<file path="config.mk">
export PLATFORM = sky130hd
export DESIGN_NAME = writeback_stage_flat
export DESIGN_NICKNAME = d
export VERILOG_FILES = /design/src/rtl/writeback_if.sv /design/src/rtl/writeback_stage.sv /design/src/flat_wrapper.sv
export SDC_FILE = /design/constraint.sdc
export NUM_CORES = 2
export LEC_CHECK = 0
export ABC_AREA = 1
export BUFFER_PORTS_ARGS = -buffer_cell sky130_fd_sc_hd__buf_2
export CORE_AREA = 2 2 492 494
export CTS_CLUSTER_SIZE = 8
export DETAILED_ROUTE_END_ITERATION = 12
export DIE_AREA = 0 0 494 496
export SKIP_CTS_REPAIR_TIMING = 1
export SLEW_MARGIN = 20
export SYNTH_ARGS = -nofsm -noshare
export SYNTH_HDL_FRONTEND = slang
export SYNTH_SLANG_ARGS = --single-unit
</file>
<file path="constraint.sdc">
create_clock -name clk -period 3.9 [get_ports clk]
set_clock_uncertainty 0.15 [all_clocks]
set_input_delay 0.585 -clock clk [delete_from_list [all_inputs] [get_ports clk]]
set_output_delay 0.585 -clock clk [all_outputs]
set_load 0.01 [all_outputs]
</file>
<file path="src/rtl/writeback_if.sv">
// writeback_if: memory-to-writeback pipeline bus.
//   Carries the memory-stage pipeline register outputs (*_mem) into the
//   writeback stage. It also carries the commit result (rd_wb, rd_address_wb,
//   rd_data_wb) back out, which decode uses for forwarding.
//   master: the memory stage or bench. It drives *_mem and observes the commit.
//   slave : the writeback stage. It consumes *_mem and drives the commit.
// Handshake: there is no ready. valid_mem qualifies the slot, and the slot is
//   consumed on every posedge where valid_mem=1 and the stage is not stalled
//   or in reset. rd_wb is a one-cycle strobe with no backpressure.
interface writeback_if #(
  parameter int WIDTH          = 32,
  parameter int REG_ADDR_WIDTH = 5
);
  logic                      valid_mem;
  logic [WIDTH-1:0]          pc_mem;
  logic                      link_mem;
  logic                      load_mem;
  logic [WIDTH-1:0]          read_data_mem;
  logic                      alu_mode_mem;
  logic [WIDTH-1:0]          alu_result_mem;
  logic                      rd_mem;
  logic [REG_ADDR_WIDTH-1:0] rd_address_mem;
  logic                      rd_wb;
  logic [REG_ADDR_WIDTH-1:0] rd_address_wb;
  logic [WIDTH-1:0]          rd_data_wb;

  modport master (
    output valid_mem, pc_mem, link_mem, load_mem, read_data_mem,
           alu_mode_mem, alu_result_mem, rd_mem, rd_address_mem,
    input  rd_wb, rd_address_wb, rd_data_wb
  );

  modport slave (
    input  valid_mem, pc_mem, link_mem, load_mem, read_data_mem,
           alu_mode_mem, alu_result_mem, rd_mem, rd_address_mem,
    output rd_wb, rd_address_wb, rd_data_wb
  );
endinterface

</file>
<file path="src/rtl/writeback_stage.sv">
// writeback_stage: final MIPS R2000 pipeline stage.
//   Selects the writeback value (link address > load data > ALU result) and
//   commits it to the architectural register file. r1..r31 are stored; r0
//   reads as zero. Two combinational read ports serve decode, with
//   write-through bypass. Retire statistics are kept for debug.
// Ports:
//   clk, rst          clock and synchronous active-high reset
//   wb (slave)        memory-stage inputs and commit outputs (see writeback_if)
//   i_stall           pipeline hold: no commit, no retire, bypass disabled
//   i_rs_address/o_rs_data, i_rt_address/o_rt_data   decode read ports
//   o_reg_file        register contents, entry i = r(i+1)
//   o_retired_count   retired instruction count (wraps)
//   o_retired_pc      PC of last retired instruction
// There is no FSM in this block. All state is the register file and the two
// retire registers.
module writeback_stage #(
  parameter int WIDTH          = 32,
  parameter int REG_ADDR_WIDTH = 5,
  parameter int REG_COUNT      = 32,
  parameter int LINK_OFFSET    = 8
) (
  input  logic                               clk,
  input  logic                               rst,
  writeback_if.slave                         wb,
  input  logic                               i_stall,
  input  logic [REG_ADDR_WIDTH-1:0]          i_rs_address,
  input  logic [REG_ADDR_WIDTH-1:0]          i_rt_address,
  output logic [WIDTH-1:0]                   o_rs_data,
  output logic [WIDTH-1:0]                   o_rt_data,
  output logic [REG_COUNT-2:0][WIDTH-1:0]    o_reg_file,
  output logic [WIDTH-1:0]                   o_retired_count,
  output logic [WIDTH-1:0]                   o_retired_pc
);

  logic [REG_COUNT-2:0][WIDTH-1:0] r_regs;
  logic [WIDTH-1:0]                r_retired_count;
  logic [WIDTH-1:0]                r_retired_pc;

  logic [WIDTH-1:0] w_value;
  logic             w_we;
  logic             w_retire;
  logic             w_unused_alu_mode;

  // alu_mode_mem is informational only. The ALU result is the fallback
  // source whether or not it is set.
  assign w_unused_alu_mode = wb.alu_mode_mem;

  always_comb begin
    if (wb.link_mem)
      w_value = wb.pc_mem + WIDTH'(LINK_OFFSET);
    else if (wb.load_mem)
      w_value = wb.read_data_mem;
    else
      w_value = wb.alu_result_mem;
  end

  assign w_we     = wb.valid_mem & wb.rd_mem & (wb.rd_address_mem != '0)
                  & ~i_stall & ~rst;
  assign w_retire = wb.valid_mem & ~i_stall & ~rst;

  assign wb.rd_wb         = w_we;
  assign wb.rd_address_wb = w_we ? wb.rd_address_mem : '0;
  assign wb.rd_data_wb    = w_we ? w_value : '0;

  // Read ports. Address 0 matches no stored entry and so reads 0. w_we is
  // already false for r0, so the bypass never fires on it either.
  always_comb begin
    o_rs_data = '0;
    o_rt_data = '0;
    for (int i = 0; i < REG_COUNT - 1; i++) begin
      if (i_rs_address == REG_ADDR_WIDTH'(i + 1)) o_rs_data = r_regs[i];
      if (i_rt_address == REG_ADDR_WIDTH'(i + 1)) o_rt_data = r_regs[i];
    end
    if (w_we && (i_rs_address == wb.rd_address_mem)) o_rs_data = w_value;
    if (w_we && (i_rt_address == wb.rd_address_mem)) o_rt_data = w_value;
  end

  always_ff @(posedge clk) begin
    if (rst) begin
      r_regs          <= '0;
      r_retired_count <= '0;
      r_retired_pc    <= '0;
    end else begin
      for (int i = 0; i < REG_COUNT - 1; i++) begin
        if (w_we && (wb.rd_address_mem == REG_ADDR_WIDTH'(i + 1)))
          r_regs[i] <= w_value;
      end
      if (w_retire) begin
        r_retired_count <= r_retired_count + 1'b1;
        r_retired_pc    <= wb.pc_mem;
      end
    end
  end

  assign o_reg_file      = r_regs;
  assign o_retired_count = r_retired_count;
  assign o_retired_pc    = r_retired_pc;

endmodule

</file>
<file path="src/flat_wrapper.sv">
// flat-port wrapper written by rule: the top's interface ports become plain ports
module writeback_stage_flat 
#(
  parameter int WIDTH          = 32,
  parameter int REG_ADDR_WIDTH = 5,
  parameter int REG_COUNT      = 32,
  parameter int LINK_OFFSET    = 8
)
  (clk, rst, i_stall, i_rs_address, i_rt_address, o_rs_data, o_rt_data, o_reg_file, o_retired_count, o_retired_pc, wb_valid_mem, wb_pc_mem, wb_link_mem, wb_load_mem, wb_read_data_mem, wb_alu_mode_mem, wb_alu_result_mem, wb_rd_mem, wb_rd_address_mem, wb_rd_wb, wb_rd_address_wb, wb_rd_data_wb);
  writeback_if #(.WIDTH(WIDTH), .REG_ADDR_WIDTH(REG_ADDR_WIDTH)) wb_i ();
  input  logic clk;
  input  logic rst;
  input  logic i_stall;
  input  logic [REG_ADDR_WIDTH-1:0] i_rs_address;
  input  logic [REG_ADDR_WIDTH-1:0] i_rt_address;
  output logic [WIDTH-1:0] o_rs_data;
  output logic [WIDTH-1:0] o_rt_data;
  output logic [REG_COUNT-2:0][WIDTH-1:0] o_reg_file;
  output logic [WIDTH-1:0] o_retired_count;
  output logic [WIDTH-1:0] o_retired_pc;
  input wire logic [$bits(wb_i.valid_mem)-1:0] wb_valid_mem;
  input wire logic [$bits(wb_i.pc_mem)-1:0] wb_pc_mem;
  input wire logic [$bits(wb_i.link_mem)-1:0] wb_link_mem;
  input wire logic [$bits(wb_i.load_mem)-1:0] wb_load_mem;
  input wire logic [$bits(wb_i.read_data_mem)-1:0] wb_read_data_mem;
  input wire logic [$bits(wb_i.alu_mode_mem)-1:0] wb_alu_mode_mem;
  input wire logic [$bits(wb_i.alu_result_mem)-1:0] wb_alu_result_mem;
  input wire logic [$bits(wb_i.rd_mem)-1:0] wb_rd_mem;
  input wire logic [$bits(wb_i.rd_address_mem)-1:0] wb_rd_address_mem;
  output wire logic [$bits(wb_i.rd_wb)-1:0] wb_rd_wb;
  output wire logic [$bits(wb_i.rd_address_wb)-1:0] wb_rd_address_wb;
  output wire logic [$bits(wb_i.rd_data_wb)-1:0] wb_rd_data_wb;
  assign wb_i.valid_mem = wb_valid_mem;
  assign wb_i.pc_mem = wb_pc_mem;
  assign wb_i.link_mem = wb_link_mem;
  assign wb_i.load_mem = wb_load_mem;
  assign wb_i.read_data_mem = wb_read_data_mem;
  assign wb_i.alu_mode_mem = wb_alu_mode_mem;
  assign wb_i.alu_result_mem = wb_alu_result_mem;
  assign wb_i.rd_mem = wb_rd_mem;
  assign wb_i.rd_address_mem = wb_rd_address_mem;
  assign wb_rd_wb = wb_i.rd_wb;
  assign wb_rd_address_wb = wb_i.rd_address_wb;
  assign wb_rd_data_wb = wb_i.rd_data_wb;
  writeback_stage #(.WIDTH(WIDTH), .REG_ADDR_WIDTH(REG_ADDR_WIDTH), .REG_COUNT(REG_COUNT), .LINK_OFFSET(LINK_OFFSET)) u_core (.clk(clk), .rst(rst), .wb(wb_i), .i_stall(i_stall), .i_rs_address(i_rs_address), .i_rt_address(i_rt_address), .o_rs_data(o_rs_data), .o_rt_data(o_rt_data), .o_reg_file(o_reg_file), .o_retired_count(o_retired_count), .o_retired_pc(o_retired_pc));
endmodule
</file>
; ---- Yosys cells after proc, flatten, opt, wreduce, memory -nomap -nowiden
; Cells that the tools add are included.
[classes]
addsub = 2
mux = 68
n_bitwise = 8
n_reduce_logical = 34
eq_ne = 95
[ops]
columns = operator, count
row1 = two-way mux 32 bit, 67
row2 = "equality test 5 bit, second input constant", 48
row3 = "equality test 5 x 4 -> 1 bit, second input constant", 24
row4 = "equality test 5 x 3 -> 1 bit, second input constant", 12
row5 = logical AND 1 bit, 33
row6 = "adder 32 x 1 -> 32 bit, second input constant", 1
row7 = "adder 32 x 4 -> 32 bit, second input constant", 1
row8 = "equality test 5 x 2 -> 1 bit, second input constant", 6
row9 = "equality test 5 x 1 -> 1 bit, second input constant", 3
row10 = equality test 5 bit, 2
row11 = bitwise AND 1 bit, 6
row12 = two-way mux 5 bit, 1
row13 = nonzero test 5 bit, 1
row14 = NOT 1 bit, 2
[word_totals]
register_bits = 1056
output_inout_bits = 1158
word_cells = 240
input_bits = 119

; ---- Longest topological paths before layout
[depth]
ltp_word = 33
ltp_mapped = 25
mapped_depth_nobuf = 24

; ---- Least setup slack after synthesis
; OpenSTA, ideal clock, no wires.
[synth_timing]
path_type = in2out
startpoint = input port wb_pc_mem[3]
endpoint = output port o_rs_data[31]
arrival_time_ps = 2910
cell_stages = 24
slack_ps = 255
required_ps = 3165
path_buffers = 1
cell_sequence = ha_1 > nand2_1 > inv_2 > nand2_2 > nor2_2 > inv_2 > nor2_4 > nand4_2 > nor3_2 > nand3_2 > nor2_2 > nand4_2 > nor2_1 > nand2_1 > nor2_2 > nand3_2 > nor2_2 > nand3_2 > o21ai_1 > nand3_2 > nand2_4 > buf_6 > nand2_1 > nand2_1
[synth_between]
elab_chain_cells = 3
[synth_rtl]
columns = element, line_no
row1 = from (decl), flat_wrapper.sv:22  ; input wire logic [$bits(wb_i.pc_mem)-1:0] wb_pc_mem;
row2 = adder 32 x 4 -> 32 bit, writeback_stage.sv:50  ; w_value = wb.pc_mem + WIDTH'(LINK_OFFSET);
row3 = two-way mux 32 bit, writeback_stage.sv:49  ; if (wb.link_mem)
row4 = two-way mux 32 bit, writeback_stage.sv:74  ; if (w_we && (i_rs_address == wb.rd_address_mem)) o_rs_data = w_value;
row5 = to (decl), flat_wrapper.sv:16  ; output logic [WIDTH-1:0] o_rs_data;
; Every way passes these cells.

; ---- Final worst setup path
[layout_timing]
startpoint = register u_core.r_regs (netlist bit u_core.o_reg_file[15])
endpoint = output port o_rs_data[15]
[layout_between]
elab_chain_cells = 32
[layout_rtl]
columns = element, line_no
row1 = from (decl), writeback_stage.sv:35  ; logic [REG_COUNT-2:0][WIDTH-1:0] r_regs;
row2 = "from (signal, indexed assignment)", writeback_stage.sv:86  ; r_regs[i] <= w_value;
row3 = two-way mux 32 bit (31 in series), writeback_stage.sv:71  ; if (i_rs_address == REG_ADDR_WIDTH'(i + 1)) o_rs_data = r_regs[i];
row4 = two-way mux 32 bit, writeback_stage.sv:74
; Every way passes these cells.

==> results by group <==
Timing
  – Setup TNS: -75.96 ns
  – Unrepaired setup endpoints after global routing: true
  – Relative slew slack: 18.8%
  – Final worst path period share: 138%
  – Hold WS: -0.00130 ns
  – Final Hold Viols: 1
  – Final Setup Violations: 69
  – Max Clock Freq: 186 MHz
  – Setup ws final: -1.47 ns
  – Fin crit period: 5.37 ns
  – Worst-Margin Slew: 1.22 ns
  – Final slew viol count: 0

Die
  – Core Box Area: 240000 sq um
  – Die X: 494 microns
  – Initial Util: a little under a quarter
  – Die area: 245000 sq um
  – # rows: 180
  – IO Count: ~1300
  – Die height: 496 microns

Yosys
  – Syn Nets: about 9200
  – Synthesized flop and latch total: around 1100
  – Ys flop type: dfxtp_1
  – Synth Area in Adders: less than 1%
  – Synth area leader: dfxtp_1
  – Post-synthesis compound-gate area fraction: 19.7%
  – Simple-Gate Fraction of Synth Area: 28.9%
  – Post-synth EDFFs: 0
  – Warnings, synthesis: 0
  – Post-synthesis sequential area ratio: a little under two fifths
  – Post-synth ARST share: 0%
  – Synthesized instance count: a little over 9000
  – Area contributors post-synth: dfxtp_1 38%, nand2_1 13%, nor2_1 9.7%
  – Synthesized cell area: 56000 sq um
  – Largest family of logic cells by synthesized area: simple AND/OR/NAND/NOR gates
  – Post-synthesis cell type count: 44
  – Multiplexer share of the synthesized area: 0%
  – Top cell type's share of synthesized area: 37.8%
  – XOR/XNOR share of the synthesized area: 0.0469%
  – Avg Cell Area, Syn: 6.16 sq um

Setup path
  – Most used cell, CP: nand4_1
  – Setup crit start: u_core.o_reg_file[15]
  – Flop-to-flop setup slack: a little under 0.7 ns
  – Worst setup EP type: primary output
  – Crit path largest cell delay: 0.34 ns
  – CP required: 3.16 ns
  – Setup CP Type: flop to primary output
  – Crit-path max FO: 3
  – RR Startpoint: u_core.o_retired_count[1]
  – CP Cell Sequence: buf_6 > nand2_2 > nand2_2 > nor2_2 > nand4_1 > nand2_1 > nand4_1 > nor2_1 > nand4_1 > nor2_2 > nand4_1 > nor2_2 > nand4_1 > nor2_1 > nand4_1 > nor2_1 > buf_4 > nand4_1 > nand2_1 > nand2_2 > buf_6
  – Worst EP arrival: around 4.6 ns
  – Setup crit start kind: flop
  – CP max-delay cell: dfxtp_2

Worst hold path
  – Worst hold path type: primary input to flop
  – Hold path start: wb_pc_mem[11]

Clock tree
  – TritonCTS buffer count: 154
  – Clk sinks: approximately 1100
  – Clock buffer depth: 3
  – CTS HTree Levels: 4
  – CTS tree: built
  – Clock slew at the register clock pins of the worst setup and hold paths: 0.07 ns
  – Clk root buf: clkbuf_16
  – Skew-Pair Late Insertion Delay: around 0.86 ns

Final layout
  – Area delta synth->final: 46.8%
  – # nets final: 11100
  – Non-filler cells, final: about 14000
  – Share of cells above drive strength 1: between 20 and 30%
  – Core Util, Final: 34.3%

Detailed routing
  – Initial DRT Pass Iterations: 9
  – Drt total wl: 431000 microns
  – Vias: 73400
  – Final ANT Viol Nets: 0
  – Number of DRC markers in iteration 0: 9998
  – WL/cell: 30.2 microns
  – Vias per inst: 5.15
  – DR DRC count: 0

Global route
  – Vias in the first global route: 63600
  – Overflow after GRT: 0
  – GRT Resource Usage Total: 32.9%
  – Initial antenna violation count: 34
  – Pin count of the biggest net entering global routing: 178
  – First-pass GRT wire length: approximately 560000 microns

Placement
  – Post-DP HPWL: about 340000 microns
  – IO buf count: 1275
  – Gpl congestion: between 1 and 1.5
  – Dpl cells: approximately 14000
  – Pre-CTS setup slack: -2.16 ns

Power
  – Pwr Total: between 20000 and 30000 uW
  – Power Density: 324 nW/um^2
  – Lkg Pwr: slightly above 0.04 uW
  – Worst VDD drop: between 300 and 400 uV

Outcome
  – Status: finished, violations left
  – Failing checks: negative hold slack, negative setup slack

Job
  – Max-Cap Viols: 0
==> flip-flops by register name, indices dropped and copies added (netlist names) <==
signal / flops
u_core.o_retired_pc: 32
u_core.o_reg_file: 992
u_core.o_retired_count: 32
==> stage by stage <==
step	instance area (sq um)	hold WS, ns
2_1_floorplan	56000	0.357
3_3_place_gp	73500	0.336
3_5_place_dp	73500	0.342
4_1_cts	77900	-0.196
5_1_grt	82200	0.0147
6_report	82200	-0.00130
==> area by class of cell <==
type / count / area, sq um
Clock buffer: 174 / 4050
Tap cell: 3185 / 3990
Clock inverter: 17 / 297
Antenna cell: 18 / 45.0
Fill cell: 26100 / 157000
Timing Repair Buffer: 2387 / 17400
Multi-Input combinational cell: 6032 / 29800
Inverter: 1381 / 5300
Sequential cell: 1056 / 21200
==> layout by cell type, fill, tap and decap left out, drive strengths merged, types with 3 or more instances in the layout <==
cell type    netlist  final
o2111ai            4      4
nor3              48     48
nand4            450    450
nor3b              3      3
diode              0     18
nand3             67     67
o211ai            50     50
o21bai           102    102
dfxtp           1056   1056
inv             1369   1373
dlygate4sd3        0     26
nor4               8      8
o21ai           1131   1131
nand3b             3      3
a21oi            805    805
or2                9      9
nand2           1874   1874
nor2            1454   1458
o21a               6      6
o22ai              3      3
buf               50   2355
clkbuf           576    180
clkinv            12     23
==> where the power goes <==
group	total (uW)	switching [uW]	internal, uW
Combinational	2800	2060	739
Sequential	10900	43.2	10800
Clock	12900	5640	7310
Total	26600	7740	18900
==> metal layers <==
layer  routed length, microns  GRT usage, %
met1                   153000          38.0
met2                   192000          53.2
met3                    52100          10.2
met4                    33600          20.4
met5                       18             0
==> synth_stat cells (5+ instances only) <==
cell,instances
buf_6,6
dfxtp_1,1056
nor4_1,7
o21ai_2,18
nor3_1,44
or2_2,9
o21ai_0,1035
inv_1,1355
nand3_2,5
buf_1,35
a21oi_1,805
o21a_1,6
inv_2,14
nand3_1,62
o21bai_1,102
clkinv_1,12
nand2_1,1869
nor2_2,7
o211ai_1,50
nand4_1,447
nor2_1,1444
o21ai_1,78
buf_2,9
clkbuf_1,576
==> kinds of logic (layout without fill, tap and decap cells) <==
family / count (synthesis) / in the layout
xor gates and xnor gates: 3 / 3
buffers and inverters: 2007 / 3959
and+or+nand+nor: 3920 / 3924
other: 0 / 18
DFF: 1056 / 1056
adders and majority gates: 2 / 2
AOI/OAI and AO/OA: 2103 / 2103
==> critical path, delay by kind of cell, from the launching register on <==
kind,cells,cell delay [ns]
buf+inv,3,0.39
flops,1,0.34
simple gates,18,3.05
==> worst paths after layout <==
path,cells past startpoint,endpoint
min,3,u_core.o_retired_pc[11]
max,21,o_rs_data[15]
min reg2reg,2,u_core.o_retired_count[3]
max reg2reg,20,u_core.o_retired_count[28]
Power figures use the tool's default switching activity.
